### src/rtl/nbit_reg_write_arbiter.sv
// Round-robin owner of one shared n-bit register among 4 requesters; grant 1 cycle after req, first write 1 cycle after grant.
// No backpressure: a grantee writes every cycle it holds req, bursts capped at MAX_BURST, one idle cycle between grants.
module nbit_reg_write_arbiter #(
  parameter int n         = 16,
  parameter int MAX_BURST = 4
) (
  input  logic             clk,
  input  logic             rst_n,
  input  logic [3:0]       req,
  input  logic [4*n-1:0]   wdata,
  output logic [3:0]       gnt,
  output logic [1:0]       owner,
  output logic             busy,
  output logic             upd,
  output logic [n-1:0]     out0
);

  typedef enum logic {IDLE, GRANT} state_t;

  localparam logic [7:0] LastBeat = 8'(MAX_BURST - 1);

  state_t     state;
  logic [7:0] burst_cnt;
  logic [1:0] last;
  logic [1:0] winner;
  logic [1:0] idx;
  logic       found;

  // Scan starting just after the previous owner so the last grantee has lowest priority.
  always_comb begin
    winner = last;
    found  = 1'b0;
    idx    = last;
    for (int k = 1; k <= 4; k++) begin
      idx = last + k[1:0];
      if (!found && req[idx]) begin
        winner = idx;
        found  = 1'b1;
      end
    end
  end

  always_ff @(posedge clk or negedge rst_n) begin
    if (!rst_n) begin
      state     <= IDLE;
      gnt       <= '0;
      owner     <= '0;
      busy      <= 1'b0;
      upd       <= 1'b0;
      out0      <= '0;
      burst_cnt <= '0;
      last      <= 2'd3;
    end else begin
      case (state)
        IDLE: begin
          upd <= 1'b0;
          if (|req) begin
            state     <= GRANT;
            gnt       <= 4'b0001 << winner;
            owner     <= winner;
            busy      <= 1'b1;
            burst_cnt <= '0;
          end
        end
        GRANT: begin
          if (req[owner]) begin
            out0 <= wdata[owner*n +: n];
            upd  <= 1'b1;
          end else begin
            upd  <= 1'b0;
          end
          // Release after the final beat of a full burst, or as soon as the owner drops req.
          if (!req[owner] || burst_cnt == LastBeat) begin
            state     <= IDLE;
            last      <= owner;
            gnt       <= '0;
            busy      <= 1'b0;
            burst_cnt <= '0;
          end else begin
            burst_cnt <= burst_cnt + 8'd1;
          end
        end
        default: state <= IDLE;
      endcase
    end
  end

endmodule

### config.mk
export PLATFORM = sky130hd
export DESIGN_NAME = nbit_reg_write_arbiter
export DESIGN_NICKNAME = d
export VERILOG_FILES = /design/src/rtl/nbit_reg_write_arbiter.sv
export SDC_FILE = /design/constraint.sdc
export NUM_CORES = 1
export LEC_CHECK = 0
export BUFFER_PORTS_ARGS = -buffer_cell sky130_fd_sc_hd__buf_2
export CORE_MARGIN = 3
export CORE_UTILIZATION = 46
export CTS_CLUSTER_DIAMETER = 150
export DETAILED_ROUTE_END_ITERATION = 16
export PLACE_DENSITY_LB_ADDON = 0.3
export RECOVER_POWER = 25
export SETUP_SLACK_MARGIN = 0.4
export SYNTH_ARGS = -nofsm -noshare
export SYNTH_HDL_FRONTEND = slang
export SYNTH_SLANG_ARGS = --single-unit
### constraint.sdc
create_clock -name clk -period 2.1 [get_ports clk]
set_clock_uncertainty 0.05 [all_clocks]
set_input_delay 0.42 -clock clk [delete_from_list [all_inputs] [get_ports clk]]
set_output_delay 0.42 -clock clk [all_outputs]
set_load 0.05 [all_outputs]
==> key figures, run 1 <==
Flow run
  – Max-cap violations: 0

Synth
  – Synthesized instance count: roughly 150
  – Share of the yosys chip area belonging to registers: between 40 and 50%
  – Post-synthesis instance area: slightly below 2000 um2
  – Synth cell count leaders: dfrtp_1 (33), mux4_2 (17), mux2_1 (12)
  – Yosys cell types: 41
  – Main flop type after synthesis: dfrtp_1
  – Area leader, netlist: dfrtp_1
  – Flop and latch count out of synthesis: 35
  – Synth top area cells: dfrtp_1 (42%), mux4_2 (20%), mux2_1 (6.9%), mux2_2 (4.0%), dfstp_2 (2.7%)
  – Post-synth EDFFs: 0
  – Synth top area share: a little over two fifths
  – Syn Nets: 216
  – Leading cell type by number of instances after synthesis: dfrtp_1
  – Mapped Avg Cell Area: 13.47 um2
  – Ys Warns: 0
  – Async SR Flop Fraction: between 90% and 100%

Floorplanning
  – Placeable Area: approximately 4000 um2
  – Die ar.: ~5100 um2
  – IO Count: 94
  – DIE HEIGHT: roughly 71 um
  – Row cnt: 23
  – Die X: roughly 71 um
  – Initial Util: approximately half

Setup path
  – CP required: 2220 ps
  – CP Cell Sequence: ha_2 -> or4b_4 -> o211ai_4 -> buf_6 -> o21ai_1 -> a21o_1
  – Critical Path Start Type: register
  – Max FO, Critical Path: 5
  – Crit-path max cell delay: 490 ps
  – Critical path class: reg2reg
  – CP delay by family, top: compound AO/OA/AOI/OAI gates
  – Highest-delay cell along the critical path: or4b_4
  – CP bufs+invs: 1
  – Crit path DAT: roughly 2000 ps
  – Worst setup EP type: register

STA
  – Measured slew at the worst slew-check pin: approximately 860 ps
  – Final Hold Vio Count: 0
  – Tcrit/Tclk final: ~87%
  – Max-slew violation count: 0
  – Headroom to the max-slew limit: between 40% and 50%
  – TNS Setup: 0 ps
  – Unrepaired setup endpoints after global routing: yes
  – Max Clock Freq: 548.1 MHz
  – Setup-failing EPs final: 0
  – Tmin final: about 1800 ps

Clocking
  – Reg clk slew, reported paths: approximately 70 ps
  – CTS tree: built
  – Clk buf depth: 2
  – H-Tree Depth: 2
  – Clk root buf: clkbuf_8
  – Clock Latency Late Sink: 290 ps
  – CTS sink count: 35
  – CTS Buf Count: 5

Layout
  – N_diodes: 0
  – Finished Core Util: roughly two thirds
  – Layout cells sized above 1: between 60% and 70%
  – Area Overhead vs Synth: 42.02%
  – Nets: about 330

Routing
  – Routed WL: 4928 um
  – DRT iter0 DRCs: 92
  – Via Count: 1,676
  – DR vias/cell: between 5 and 6
  – Post-route ant nets: 0
  – Pre-Repair DR Iteration Count: 4
  – Wirelength per Cell: 16.05 um
  – DRC viols: 0

Power and ir drop
  – Maximum VDD drop: 0.001526 V
  – P_leak: ~1.4 nW
  – Pwr Density: around 1700 nW/um2

GRT
  – Gr ovfl total: 0
  – First-pass GRT wire length: roughly 7700 um
  – GRT Resource Usage Total: 19.58%
  – Pin count of the biggest net entering global routing: 20
  – Vias in the first global route: 1,638
  – Initial antenna violation count: 0

Placed design
  – Post-DP HPWL: about 3600 um
  – Gpl congestion: about 0.76
  – I/O Buffers: 93

Outcome
  – Status: completed

Hold path
  – Hold/Removal Path Class: reg2reg
final cells by class:
type / instances / area, um2
repair buffers: 109 / 620.6
well taps: 50 / 62.56
fillers: 333 / 1284
clock buffers: 5 / 68.82
clock inverters: 3 / 20.02
multi-input cells: 101 / 1106
inverters: 4 / 15.01
flip-flops and latches: 35 / 880.8
stage by stage:
| stage | power, mW | worst slack [ps] | area (um2) | instances | hold slack, ps |
|---|---|---|---|---|---|
| 2_1_floorplan | 3.355 | 66.60 | 2009 | 145 | 74.41 |
| 3_3_place_gp | 3.870 | 170.0 | 2530 | 285 | 304.1 |
| 3_5_place_dp | 3.916 | 144.9 | 2530 | 285 | 300.3 |
| 4_1_cts | 4.517 | 293.4 | 2695 | 300 | 453.0 |
| 5_1_grt | 4.953 | 185.7 | 2774 | 307 | 471.8 |
| 6_report | 4.687 | 275.4 | 2774 | 307 | 450.3 |
cell families after synthesis:
logic type	after synthesis	share of synthesized area, %
compound gates	27	10.25
fa+ha+maj	1	0.6405
buf+inv	11	3.139
flops	35	44.97
mux	38	31.58
simple gates	33	9.417
registers in the layout, summed over array words and instances (netlist names):
register   flops
out0          16
burst_cnt      8
last           2
owner          2
state          1
upd            1
busy           1
gnt            4
final timing paths:
| kind | from | endpoint | slack (ps) | cells past startpoint |
|---|---|---|---|---|
| worst max-delay path | burst_cnt[0]$_DFFE_PN0P_ | burst_cnt[7]$_DFFE_PN0P_ | 280 | 6 |
| worst min-delay path | busy$_DFFE_PN0P_ | busy$_DFFE_PN0P_ | 450 | 1 |
| worst max register to register | burst_cnt[0]$_DFFE_PN0P_ | burst_cnt[7]$_DFFE_PN0P_ | 280 | 6 |
| worst min register to register | busy$_DFFE_PN0P_ | busy$_DFFE_PN0P_ | 450 | 1 |
| max in group asynchronous | rst_n | burst_cnt[0]$_DFFE_PN0P_ | 430 | 3 |
| min in group asynchronous | rst_n | out0[12]$_DFFE_PN0P_ | 690 | 2 |
what timing repair did:
item / 4_1_cts / 5_1_grt
hold buffers: 1 / 0
buffers inserted: 6 / 5
endpoints found under the setup margin: 34 / 33
gates cloned: 0 / 2
pin swaps: 2 / 2
hold endpoints to repair: 15 / 0
gates resized for setup: 6 / 6
cells in the final DEF, fill, tap and decap left out, drive strengths merged, types with 2 or more instances in the layout:
cell	count
nand2b	4
a22o	2
dfrtp	33
clkbuf	7
a31oi	3
mux4	17
a21oi	5
o2bb2ai	2
o21ai	5
mux2i	2
inv	4
nor4	2
a21o	2
mux2	19
nor3	3
and3	2
nand3	3
clkinvlp	2
buf	106
nor2	6
dfstp	2
nand2	10
o31ai	2
metal layers:
metal	share of wire [%]	global-route usage [%]	wire length, um	up-vias
li1	-	-	-	791
met1	39	24.81	1924	819
met2	53	33.06	2621	61
met3	6.7	5.114	332	5
met4	0.99	5.637	49	0
met5	0	0	0	-
worst reg2reg max path, delay by kind of cell (launching register included):
family,cells,cell delay (ps)
flops,1,360
buf+inv,1,140
simple gates,1,490
fa+ha+maj,1,180
compound gates,3,500
power by group:
group | total (mW) | internal (mW) | switching (mW)
registers | 1.22 | 0.987 | 0.232
clock network | 0.485 | 0.231 | 0.254
logic | 2.98 | 1.30 | 1.69
total | 4.69 | 2.51 | 2.17
No activity file was read; power rests on OpenSTA's default activity.
==> inputs of run 2 (changes only) <==
--- a/config.mk
+++ b/config.mk
@@ -10,9 +10,10 @@
 export CORE_UTILIZATION = 46
 export CTS_CLUSTER_DIAMETER = 150
 export DETAILED_ROUTE_END_ITERATION = 16
+export GPL_TIMING_DRIVEN = 1
 export PLACE_DENSITY_LB_ADDON = 0.3
 export RECOVER_POWER = 25
-export SETUP_SLACK_MARGIN = 0.4
+export SETUP_SLACK_MARGIN = 0.05
 export SYNTH_ARGS = -nofsm -noshare
 export SYNTH_HDL_FRONTEND = slang
 export SYNTH_SLANG_ARGS = --single-unit
==> key figures, run 2 (same netlist as run 1, synthesis figures left out) <==
Setup path
  – Critical path class: reg2reg
  – CP Cell Sequence: ha_2 -> or4b_4 -> o211ai_4 -> nor3_1 -> a311o_1
  – CP required: 2230 ps (about the same)
  – Highest-delay cell along the critical path: or4b_4
  – Critical Path Start Type: register
  – Worst setup EP type: register
  – Crit-path max cell delay: 500 ps (about the same)
  – Max FO, Critical Path: 8 (+3)
  – Crit path DAT: 2110 ps (+160 ps)

STA
  – Measured slew at the worst slew-check pin: 1126 ps (+271.1 ps)
  – Max Clock Freq: 506.3 MHz (-7.6%)
  – Unrepaired setup endpoints after global routing: no
  – TNS Setup: 0 ps (unchanged)
  – Tcrit/Tclk final: 94.05% (+7.2 points)
  – Headroom to the max-slew limit: 24.92% (-18 points)
  – Setup-failing EPs final: 0 (unchanged)
  – Tmin final: 1975 ps (+150.5 ps)
  – Final Hold Vio Count: 0 (unchanged)
  – Hold slack: 270.0 ps (-180.2 ps)
  – Max-slew violation count: 0 (unchanged)

Routing
  – Post-route ant nets: 0 (unchanged)
  – DRT iter0 DRCs: 52 (-43%)
  – Via Count: 1,625 (-3.0%)
  – Pre-Repair DR Iteration Count: 4 (unchanged)
  – Wirelength per Cell: 15.81 um (-1.5%)
  – Routed WL: 4679 um (-5.1%)
  – DRC viols: 0 (unchanged)
  – DR vias/cell: 5.490 (+0.56%)

Outcome
  – Status: completed

GRT
  – GRT Resource Usage Total: 18.95% (-0.63 points)
  – Gr ovfl total: 0 (unchanged)
  – First-pass GRT wire length: 7424 um (-3.3%)
  – Initial antenna violation count: 0 (unchanged)
  – Pin count of the biggest net entering global routing: 22 (+10%)
  – Vias in the first global route: 1,603 (-2.1%)

Placed design
  – DP Area: 2492 um2 (-1.5%)
  – DP Cell Count: 286 (+0.35%)
  – I/O Buffers: 93 (unchanged)
  – Post-DP HPWL: 3673 um (+1.6%)
  – Gpl congestion: 0.8168 (+7.5%)

Floorplanning
  – DIE HEIGHT: 71.16 um (unchanged)
  – Die X: 71.16 um (unchanged)
  – Initial Util: 48.13% (unchanged)
  – IO Count: 94 (unchanged)
  – Placeable Area: 4058 um2 (unchanged)
  – Row cnt: 23 (unchanged)
  – Die ar.: 5064 um2 (unchanged)

Layout
  – Max FFs per register: 16 (unchanged)
  – Area Overhead vs Synth: 32.54%
  – N_diodes: 0 (unchanged)
  – Finished Cell Area: 2589 um2 (-6.7%)
  – Finished Core Util: 63.80% (-4.6 points)
  – Largest registers: out0 (16), burst_cnt (8), gnt (4)
  – Layout cells sized above 1: 57.32% (-7.3 points)
  – Most frequent standard cell in the layout excluding fill and tap cells: buf_2
  – Most frequent cells in the layout: buf_2 (92), dfrtp_1 (31), mux4_2 (17)
  – Largest Register: out0
  – Finished Layout Cells: 296 (-3.6%)
  – Nets: 316 (-3.4%)

Power and ir drop
  – Pwr Density: 1621 nW/um2 (-4.1%)
  – Maximum VDD drop: 0.0008027 V (-47%)
  – P_leak: 1.253 nW (-8.0%)

Clocking
  – CTS tree: built
  – Clock Latency Late Sink: 290 ps (about the same)
  – Clk buf depth: 2 (unchanged)
  – Clk root buf: clkbuf_8
  – Reg clk slew, reported paths: 80 ps (about the same)
  – CTS sink count: 35 (unchanged)
  – H-Tree Depth: 2 (unchanged)
  – CTS Buf Count: 5 (unchanged)

Flow run
  – Max-cap violations: 0 (unchanged)

Hold path
  – Hold/Removal Path Class: in2async
[run 2: changes by cell type in the layout (fill, tap and decap cells not counted), moves of 2 or more]
cell	before	now
buf_4	8	5
buf_6	6	0
clkinv_2	1	3
clkinvlp_4	2	0
mux2_1	0	12
mux2_4	12	0
[run 2: per-stage QoR]
stage | setup slack, ps | power [mW]
2_1_floorplan | 54.46 | 3.151
3_3_place_gp | 158.3 | 3.687
3_5_place_dp | 83.13 | 3.745
4_1_cts | 73.29 | 4.215
5_1_grt | 56.09 | 4.451
6_report | 125.0 | 4.197
[run 2: worst max-delay path, delay by kind of cell, from the launching register on]
family	cells	cell delay, ps
adder cells (fa/ha/maj)	1	220
AO/OA/AOI/OAI	2	600
flip-flops	1	400
AND/OR/NAND/NOR	2	590
[run 2: power by group]
group | internal (mW) | leakage, nW | switching, mW
sequential | 0.987 | 0.429 | 0.202
combinational | 0.973 | 0.776 | 1.56
clock | 0.227 | 0.0477 | 0.243
[run 2: per-layer routing]
metal  vias to the layer above  track usage (%)  wire length [um]
li1                        765                -                 -
met1                       784            21.45              1804
met2                        68            33.16              2402
met3                         8            6.250               398
met4                         0            6.889                73
met5                         -                0                 0
[run 2: final timing paths]
| path | cells past startpoint | from | to | slack (ps) |
|---|---|---|---|---|
| max in group asynchronous | 2 | rst_n | out0[8]$_DFFE_PN0P_ | 480 |
| worst min register to register | 1 | out0[4]$_DFFE_PN0P_ | out0[4]$_DFFE_PN0P_ | 440 |
| worst min-delay path | 1 | rst_n | burst_cnt[6]$_DFFE_PN0P_ | 270 |
| worst max register to register | 5 | burst_cnt[1]$_DFFE_PN0P_ | burst_cnt[6]$_DFFE_PN0P_ | 120 |
| worst max-delay path | 5 | burst_cnt[1]$_DFFE_PN0P_ | burst_cnt[6]$_DFFE_PN0P_ | 120 |
| min in group clk | 1 | out0[4]$_DFFE_PN0P_ | out0[4]$_DFFE_PN0P_ | 440 |
[run 2: area by class of cell]
class                      instances  area (um2)
clock buffer                       5       68.82
clock inverter                     3       15.01
fill                             326        1469
inverter                           4       15.01
multi-input combinational         99        1021
sequential                        35       880.8
tap                               50       62.56
timing repair buffer             100       525.5
[run 2: repair_timing]
| action | CTS | global route |
|---|---|---|
| endpoints found under the setup margin | 0 | 3 |
| buffers inserted | 0 | 2 |
| hold buffers | 0 | 0 |
| gates resized for setup | 0 | 1 |
| endpoints found under the hold margin | 0 | 0 |
